--- src/rtl/cpu_seq_if.sv ---
// cpu_seq_if: instruction handshake and decode bus of the cpu_seq sequencer.
//   master modport: instruction source (drives instr/instr_valid, observes the rest)
//   slave  modport: cpu_seq itself
//   instr[15:0], instr_valid, instr_ready       -- instruction handshake
//   add_sub_mode, reg_raddr1/2, imm_sel, imm,
//   ld_imm, reg_we, reg_waddr                    -- ALU / register-file control
//   busy, halted, illegal, retired[15:0]         -- status
interface cpu_seq_if #(
  parameter int DATA_W = 8
);
  logic [15:0]       instr;
  logic              instr_valid;
  logic              instr_ready;
  logic              add_sub_mode;
  logic [3:0]        reg_raddr1;
  logic [3:0]        reg_raddr2;
  logic              imm_sel;
  logic [DATA_W-1:0] imm;
  logic              ld_imm;
  logic              reg_we;
  logic [3:0]        reg_waddr;
  logic              busy;
  logic              halted;
  logic              illegal;
  logic [15:0]       retired;

  modport master (
    output instr, instr_valid,
    input  instr_ready, add_sub_mode, reg_raddr1, reg_raddr2, imm_sel, imm,
           ld_imm, reg_we, reg_waddr, busy, halted, illegal, retired
  );

  modport slave (
    input  instr, instr_valid,
    output instr_ready, add_sub_mode, reg_raddr1, reg_raddr2, imm_sel, imm,
           ld_imm, reg_we, reg_waddr, busy, halted, illegal, retired
  );
endinterface

--- src/rtl/cpu_seq.sv ---
// cpu_seq: multi-cycle instruction sequencer in front of the add/sub ALU.
// Accepts one 16-bit instruction in IDLE, then walks DECODE -> EXEC -> WB
// (NOP and, in the default build, illegal opcodes return to IDLE from DECODE;
// HALT parks in HALT until reset).
// Ports:
//   clk  -- clock, rising edge
//   rst  -- asynchronous active-high reset
//   bus  -- cpu_seq_if.slave: instr/instr_valid in; instr_ready, ALU mode,
//           register addresses, immediate path, write strobe and status out
// Parameter DATA_W: width of the immediate output (imm8 zero-extended/truncated).
// Build option: define CPU_SEQ_ILLEGAL_TRAP_EN to trap illegal opcodes
// (sticky illegal flag + HALT); otherwise they execute as NOP.
module cpu_seq #(
  parameter int DATA_W = 8
) (
  input logic      clk,
  input logic      rst,
  cpu_seq_if.slave bus
);

  typedef enum logic [2:0] {
    S_IDLE,
    S_DECODE,
    S_EXEC,
    S_WB,
    S_HALT
  } state_e;

  typedef enum logic [3:0] {
    OP_NOP  = 4'h0,
    OP_ADD  = 4'h1,
    OP_SUB  = 4'h2,
    OP_ADDI = 4'h3,
    OP_LI   = 4'h4,
    OP_HALT = 4'hF
  } op_e;

  state_e      state_q, state_d;
  op_e         op_q;
  logic        accept;
  logic        retire;
  logic [15:0] retired_q;
  logic [3:0]  in_op, in_rd, in_rs1, in_rs2;

`ifdef CPU_SEQ_ILLEGAL_TRAP_EN
  logic trap;
  logic illegal_q;
`endif

  assign in_op  = bus.instr[15:12];
  assign in_rd  = bus.instr[11:8];
  assign in_rs1 = bus.instr[7:4];
  assign in_rs2 = bus.instr[3:0];

  assign accept = (state_q == S_IDLE) && bus.instr_valid;

  always_comb begin
    state_d = state_q;
    retire  = 1'b0;
`ifdef CPU_SEQ_ILLEGAL_TRAP_EN
    trap    = 1'b0;
`endif
    unique case (state_q)
      S_IDLE: begin
        if (bus.instr_valid) state_d = S_DECODE;
      end
      S_DECODE: begin
        case (op_q)
          OP_NOP: begin
            state_d = S_IDLE;
            retire  = 1'b1;
          end
          OP_HALT: begin
            state_d = S_HALT;
            retire  = 1'b1;
          end
          OP_ADD, OP_SUB, OP_ADDI, OP_LI: begin
            state_d = S_EXEC;
          end
          default: begin
`ifdef CPU_SEQ_ILLEGAL_TRAP_EN
            state_d = S_HALT;
            trap    = 1'b1;
`else
            state_d = S_IDLE;
            retire  = 1'b1;
`endif
          end
        endcase
      end
      S_EXEC: begin
        // Count on entry to WB so retired moves together with the reg_we strobe.
        state_d = S_WB;
        retire  = 1'b1;
      end
      S_WB:    state_d = S_IDLE;
      S_HALT:  state_d = S_HALT;
      default: state_d = S_IDLE;
    endcase
  end

  always_ff @(posedge clk or posedge rst) begin
    if (rst) state_q <= S_IDLE;
    else     state_q <= state_d;
  end

  // Status and strobe outputs are registered from the next state, so each one
  // is a clean flop output that matches the state the block is in.
  always_ff @(posedge clk or posedge rst) begin
    if (rst) begin
      bus.instr_ready <= 1'b1;
      bus.busy        <= 1'b0;
      bus.halted      <= 1'b0;
      bus.reg_we      <= 1'b0;
      retired_q       <= '0;
    end else begin
      bus.instr_ready <= (state_d == S_IDLE);
      bus.busy        <= (state_d != S_IDLE);
      bus.halted      <= (state_d == S_HALT);
      bus.reg_we      <= (state_d == S_WB);
      if (retire) retired_q <= retired_q + 16'd1;
    end
  end

  // Decode outputs load straight from the instruction word at accept and hold
  // until the next accept.
  always_ff @(posedge clk or posedge rst) begin
    if (rst) begin
      op_q             <= OP_NOP;
      bus.reg_raddr1   <= '0;
      bus.reg_raddr2   <= '0;
      bus.reg_waddr    <= '0;
      bus.add_sub_mode <= 1'b1;
      bus.imm_sel      <= 1'b0;
      bus.ld_imm       <= 1'b0;
      bus.imm          <= '0;
    end else if (accept) begin
      op_q             <= op_e'(in_op);
      bus.reg_raddr1   <= (in_op == OP_ADDI) ? in_rd : in_rs1;
      bus.reg_raddr2   <= in_rs2;
      bus.reg_waddr    <= in_rd;
      bus.add_sub_mode <= (in_op != OP_SUB);
      bus.imm_sel      <= (in_op == OP_ADDI);
      bus.ld_imm       <= (in_op == OP_LI);
      bus.imm          <= DATA_W'(bus.instr[7:0]);
    end
  end

  assign bus.retired = retired_q;

`ifdef CPU_SEQ_ILLEGAL_TRAP_EN
  always_ff @(posedge clk or posedge rst) begin
    if (rst)       illegal_q <= 1'b0;
    else if (trap) illegal_q <= 1'b1;
  end
  assign bus.illegal = illegal_q;
`else
  assign bus.illegal = 1'b0;
`endif

endmodule
--- src/flat_wrapper.sv ---
// flat-port wrapper written by rule: the top's interface ports become plain ports
module cpu_seq_flat 
#(
  parameter int DATA_W = 8
)
  (clk, rst, bus_instr, bus_instr_valid, bus_instr_ready, bus_add_sub_mode, bus_reg_raddr1, bus_reg_raddr2, bus_imm_sel, bus_imm, bus_ld_imm, bus_reg_we, bus_reg_waddr, bus_busy, bus_halted, bus_illegal, bus_retired);
  cpu_seq_if #(.DATA_W(DATA_W)) bus_i ();
  input logic clk;
  input logic rst;
  input wire logic [$bits(bus_i.instr)-1:0] bus_instr;
  input wire logic [$bits(bus_i.instr_valid)-1:0] bus_instr_valid;
  output wire logic [$bits(bus_i.instr_ready)-1:0] bus_instr_ready;
  output wire logic [$bits(bus_i.add_sub_mode)-1:0] bus_add_sub_mode;
  output wire logic [$bits(bus_i.reg_raddr1)-1:0] bus_reg_raddr1;
  output wire logic [$bits(bus_i.reg_raddr2)-1:0] bus_reg_raddr2;
  output wire logic [$bits(bus_i.imm_sel)-1:0] bus_imm_sel;
  output wire logic [$bits(bus_i.imm)-1:0] bus_imm;
  output wire logic [$bits(bus_i.ld_imm)-1:0] bus_ld_imm;
  output wire logic [$bits(bus_i.reg_we)-1:0] bus_reg_we;
  output wire logic [$bits(bus_i.reg_waddr)-1:0] bus_reg_waddr;
  output wire logic [$bits(bus_i.busy)-1:0] bus_busy;
  output wire logic [$bits(bus_i.halted)-1:0] bus_halted;
  output wire logic [$bits(bus_i.illegal)-1:0] bus_illegal;
  output wire logic [$bits(bus_i.retired)-1:0] bus_retired;
  assign bus_i.instr = bus_instr;
  assign bus_i.instr_valid = bus_instr_valid;
  assign bus_instr_ready = bus_i.instr_ready;
  assign bus_add_sub_mode = bus_i.add_sub_mode;
  assign bus_reg_raddr1 = bus_i.reg_raddr1;
  assign bus_reg_raddr2 = bus_i.reg_raddr2;
  assign bus_imm_sel = bus_i.imm_sel;
  assign bus_imm = bus_i.imm;
  assign bus_ld_imm = bus_i.ld_imm;
  assign bus_reg_we = bus_i.reg_we;
  assign bus_reg_waddr = bus_i.reg_waddr;
  assign bus_busy = bus_i.busy;
  assign bus_halted = bus_i.halted;
  assign bus_illegal = bus_i.illegal;
  assign bus_retired = bus_i.retired;
  cpu_seq #(.DATA_W(DATA_W)) u_core (.clk(clk), .rst(rst), .bus(bus_i));
endmodule
--- config.mk ---
export PLATFORM = sky130hd
export DESIGN_NAME = cpu_seq_flat
export DESIGN_NICKNAME = d
export VERILOG_FILES = /design/src/rtl/cpu_seq_if.sv /design/src/rtl/cpu_seq.sv /design/src/flat_wrapper.sv
export SDC_FILE = /design/constraint.sdc
export NUM_CORES = 1
export LEC_CHECK = 0
export BUFFER_PORTS_ARGS = -buffer_cell sky130_fd_sc_hd__buf_2
export CAP_MARGIN = 20
export CORE_ASPECT_RATIO = 0.9
export CORE_MARGIN = 4
export CORE_UTILIZATION = 43
export DETAILED_ROUTE_END_ITERATION = 7
export GPL_ROUTABILITY_DRIVEN = 0
export PLACE_DENSITY = 0.7
export SLEW_MARGIN = 20
export SYNTH_ARGS = -nofsm -noshare
export SYNTH_HDL_FRONTEND = slang
export SYNTH_SLANG_ARGS = --single-unit
--- constraint.sdc ---
create_clock -name clk -period 1.65 [get_ports clk]
set_input_delay 0.33 -clock clk [delete_from_list [all_inputs] [get_ports clk]]
set_output_delay 0.33 -clock clk [all_outputs]
set_load 0.02 [all_outputs]
==> metrics <==
final instance area 2850 µm²; Async S/R FF share, synth 100%; Synth Area in Compound Gates 14.0%; number of max-cap violations 0; critical-path cell list nor3_4 > o31ai_4 > buf_12 > a2111oi_4 > xor2_1; root buffer cell clkbuf_8; reg2reg end u_core.bus.retired[9]; Port Buf Inserts 61; Post-synth EDFFs 0; DRT iter0 DRCs 114; Max Buffers Root-to-Sink 2; share of cells above drive strength 1 48.8%; PwrDens 1750 nW/µm²; DRC violations left 0; Reg clk slew, reported paths 0.09 ns; top post-synthesis cells by area dfrtp_1 49%, xor2_1 5.4%, mux2_1 5.0%; Leak 1.33 nW; CTS tree done; startpoint types register; Critical Path End Type register; post-synthesis sequential area ratio 51.1%; slowest cell delay on critical path 0.45 ns; largest net degree at the start of global routing 47; First-pass DRT Iterations 4; Vias/cell 5.06; post-synth top area share 48.8%; worst r2r src u_core.op_q[0]; crit path DAT 1.79 ns; Levels on crit path 5; Reg2Reg Setup Slack 0.08 ns; Worst Path Required 1.87 ns; syn_area_per_cell 12.7 µm²; total gr overflow 0; DP Worst Slack -0.0305 ns; Switching Share 41.3%; Synth cell types 50; first-pass GRT wire length 7900 µm; post-synth top area cell dfrtp_1; Synth warnings 0; Tcrit/Tclk final 95.2%; Final nets 265; Core ar. 4950 µm²; antenna-violating nets left 0; FP Rows 24; final setup margin 0.0790 ns; Die Y 76.7 µm; Die Wd 84.4 µm; cts-stage hold buffer count 0; combinational family with the most area after synthesis compound AO/OA/AOI/OAI gates; DR WL/cell 14.6 µm; mux contribution to synthesized area 10.8%; worst path bufs/invs 1; GRT met3 Usage 3.11%; crit path max fanout 16; final WL 4550 µm; R2R depth 5; grt met2 use 25.6%; clock power share 16.5%; GRT busiest layer met2; combinational share of power 46.5%; clk sinks 46; Total GRT Usage 14.8%; number of synthesized register bits 46; Psw 2.06 mW; outcome complete, no violations; Pwr Total 4.99 mW; Die Area 6470 µm²; RSZ-0062 raised after global routing yes; Layout Skew 0.0119 ns; final setup fails 0; Starting Density 45.5%; Crit Path Class register to register; adder-cell area share of the yosys netlist 0.555%; peak supply drop 0.849 mV; vias in the first global route 1693; Top delay family on crit path compound AO/OA/AOI/OAI gates; placed cell area 2660 µm²; Fmax 0.637 GHz; via count 1573; CTS buffer count 5; xor/xnor cell area share of the yosys netlist 5.82%; M1 GR Usage 18.6%; most frequent cells in the layout 61 x buf_2, 41 x dfrtp_1, 14 x xor2_1, 10 x mux2_1, 10 x buf_4; Post-Synthesis Cells 177; Slew Viols, Final 0; CTS H-Tree Depth 2; Syn-to-layout area delta 26.4%; DP Wirelength 3280 µm; Int Pwr 2.93 mW; Crit-path slowest cell dfrtp_2; final hold violation count 0; worst skew pair latency 0.30 ns; Synthesized Nets 197; top_reg_cell synth dfrtp_1; type of the tightest min-delay check input pin to async pin; crit path time final 1.57 ns; most common cell after layout, fill and taps aside buf_2; Simple-Gate Fraction of Synth Area 11.8%; Flop pwr share 37.0%; synthesized area 2260 µm²; initial antenna violation count 0; n_diodes 0; # IOs 63
==> worst max path at each step <==
stage / start / to / slack, ns
2_1_floorplan: u_core.bus.retired[1] / u_core.bus.retired[12] / 0.06
3_3_place_gp: u_core.state_q[0] / u_core.op_q[0] / 0.08
3_5_place_dp: u_core.op_q[0] / u_core.bus.retired[11] / -0.03
4_1_cts: u_core.op_q[2] / u_core.bus.retired[11] / 0.02
5_1_grt: u_core.op_q[0] / u_core.bus.retired[9] / -0.01
6_report: u_core.op_q[0] / u_core.bus.retired[9] / 0.08
==> registers in the layout (all words and copies together), names as in the netlist, 3 cells and up <==
name and flops:
u_core.bus.reg_waddr 4, u_core.state_q 3, u_core.bus.retired 16, u_core.op_q 4, u_core.bus.imm 8, u_core.bus.reg_raddr1 4
==> metrics by stage <==
stage	std cells	TNS (ns)	utilization, %	hold WS [ns]
floorplan	177	0	-	0.465
global placement	302	0	53.6	0.382
detailed placement	302	-0.0305	53.6	0.390
CTS	311	0	56.2	0.0563
global route	311	-0.0182	57.6	0.0704
finish	311	0	57.6	0.0508
==> timing repair <==
item	4_1_cts	5_1_grt
buffers inserted	1	0
gates resized for setup	1	11
setup endpoints to repair	1	21
pin swaps	1	4
==> layer usage <==
| metal | wire length (µm) | up-vias |
|---|---|---|
| met5 | 0 | - |
| met4 | 14 | 0 |
| met3 | 191 | 2 |
| met2 | 2350 | 33 |
| met1 | 1990 | 780 |
| li1 | - | 758 |
==> power groups by stage <==
stage          clock network (mW)  logic (mW)  registers, mW
2_1_floorplan                   0        1.23           2.25
3_3_place_gp                    0        2.21           1.85
3_5_place_dp                    0        2.25           1.86
4_1_cts                     0.853        2.28           1.84
5_1_grt                     0.902        2.51           1.92
6_report                    0.824        2.32           1.84
==> cells in the mapped netlist, types with 2 or more instances <==
master / n
a2111oi_2: 5
a211oi_2: 4
a21o_1: 2
a21oi_1: 6
a21oi_2: 4
and2_1: 3
buf_4: 8
dfrtp_1: 44
dfstp_2: 2
inv_1: 6
mux2_1: 10
mux2_2: 8
mux2i_1: 4
nand2_1: 8
nand2b_1: 2
nand3_1: 4
nand4_1: 2
nor2_1: 6
nor4b_1: 3
o21a_1: 2
o21ai_0: 2
xor2_1: 14
==> cell families (layout without fill, tap and decap cells) <==
family | count (synthesis) | count (layout)
multiplexers | 22 | 22
XOR/XNOR | 15 | 15
AO/OA/AOI/OAI | 33 | 33
buffers and inverters | 19 | 88
other | 1 | 1
flip-flops | 46 | 46
AND/OR/NAND/NOR | 40 | 40
adder cells (fa/ha/maj) | 1 | 1
==> worst register-to-register path, delay by kind of cell, from the launching register on <==
family	cells	cell delay [ns]
buffers and inverters	1	0.17
and+or+nand+nor	1	0.24
xor gates and xnor gates	1	0.17
AOI/OAI and AO/OA	2	0.46
DFF	1	0.45
==> cell type report <==
type | count | area (µm²)
well taps | 65 | 81.3
repair buffers | 74 | 432
clock buffers | 6 | 72.6
multi-input cells | 112 | 1040
flip-flops and latches | 46 | 1160
fillers | 431 | 2100
clock inverters | 2 | 37.5
inverters | 6 | 26.3
Note: power is estimated with default switching activity, not from simulation.
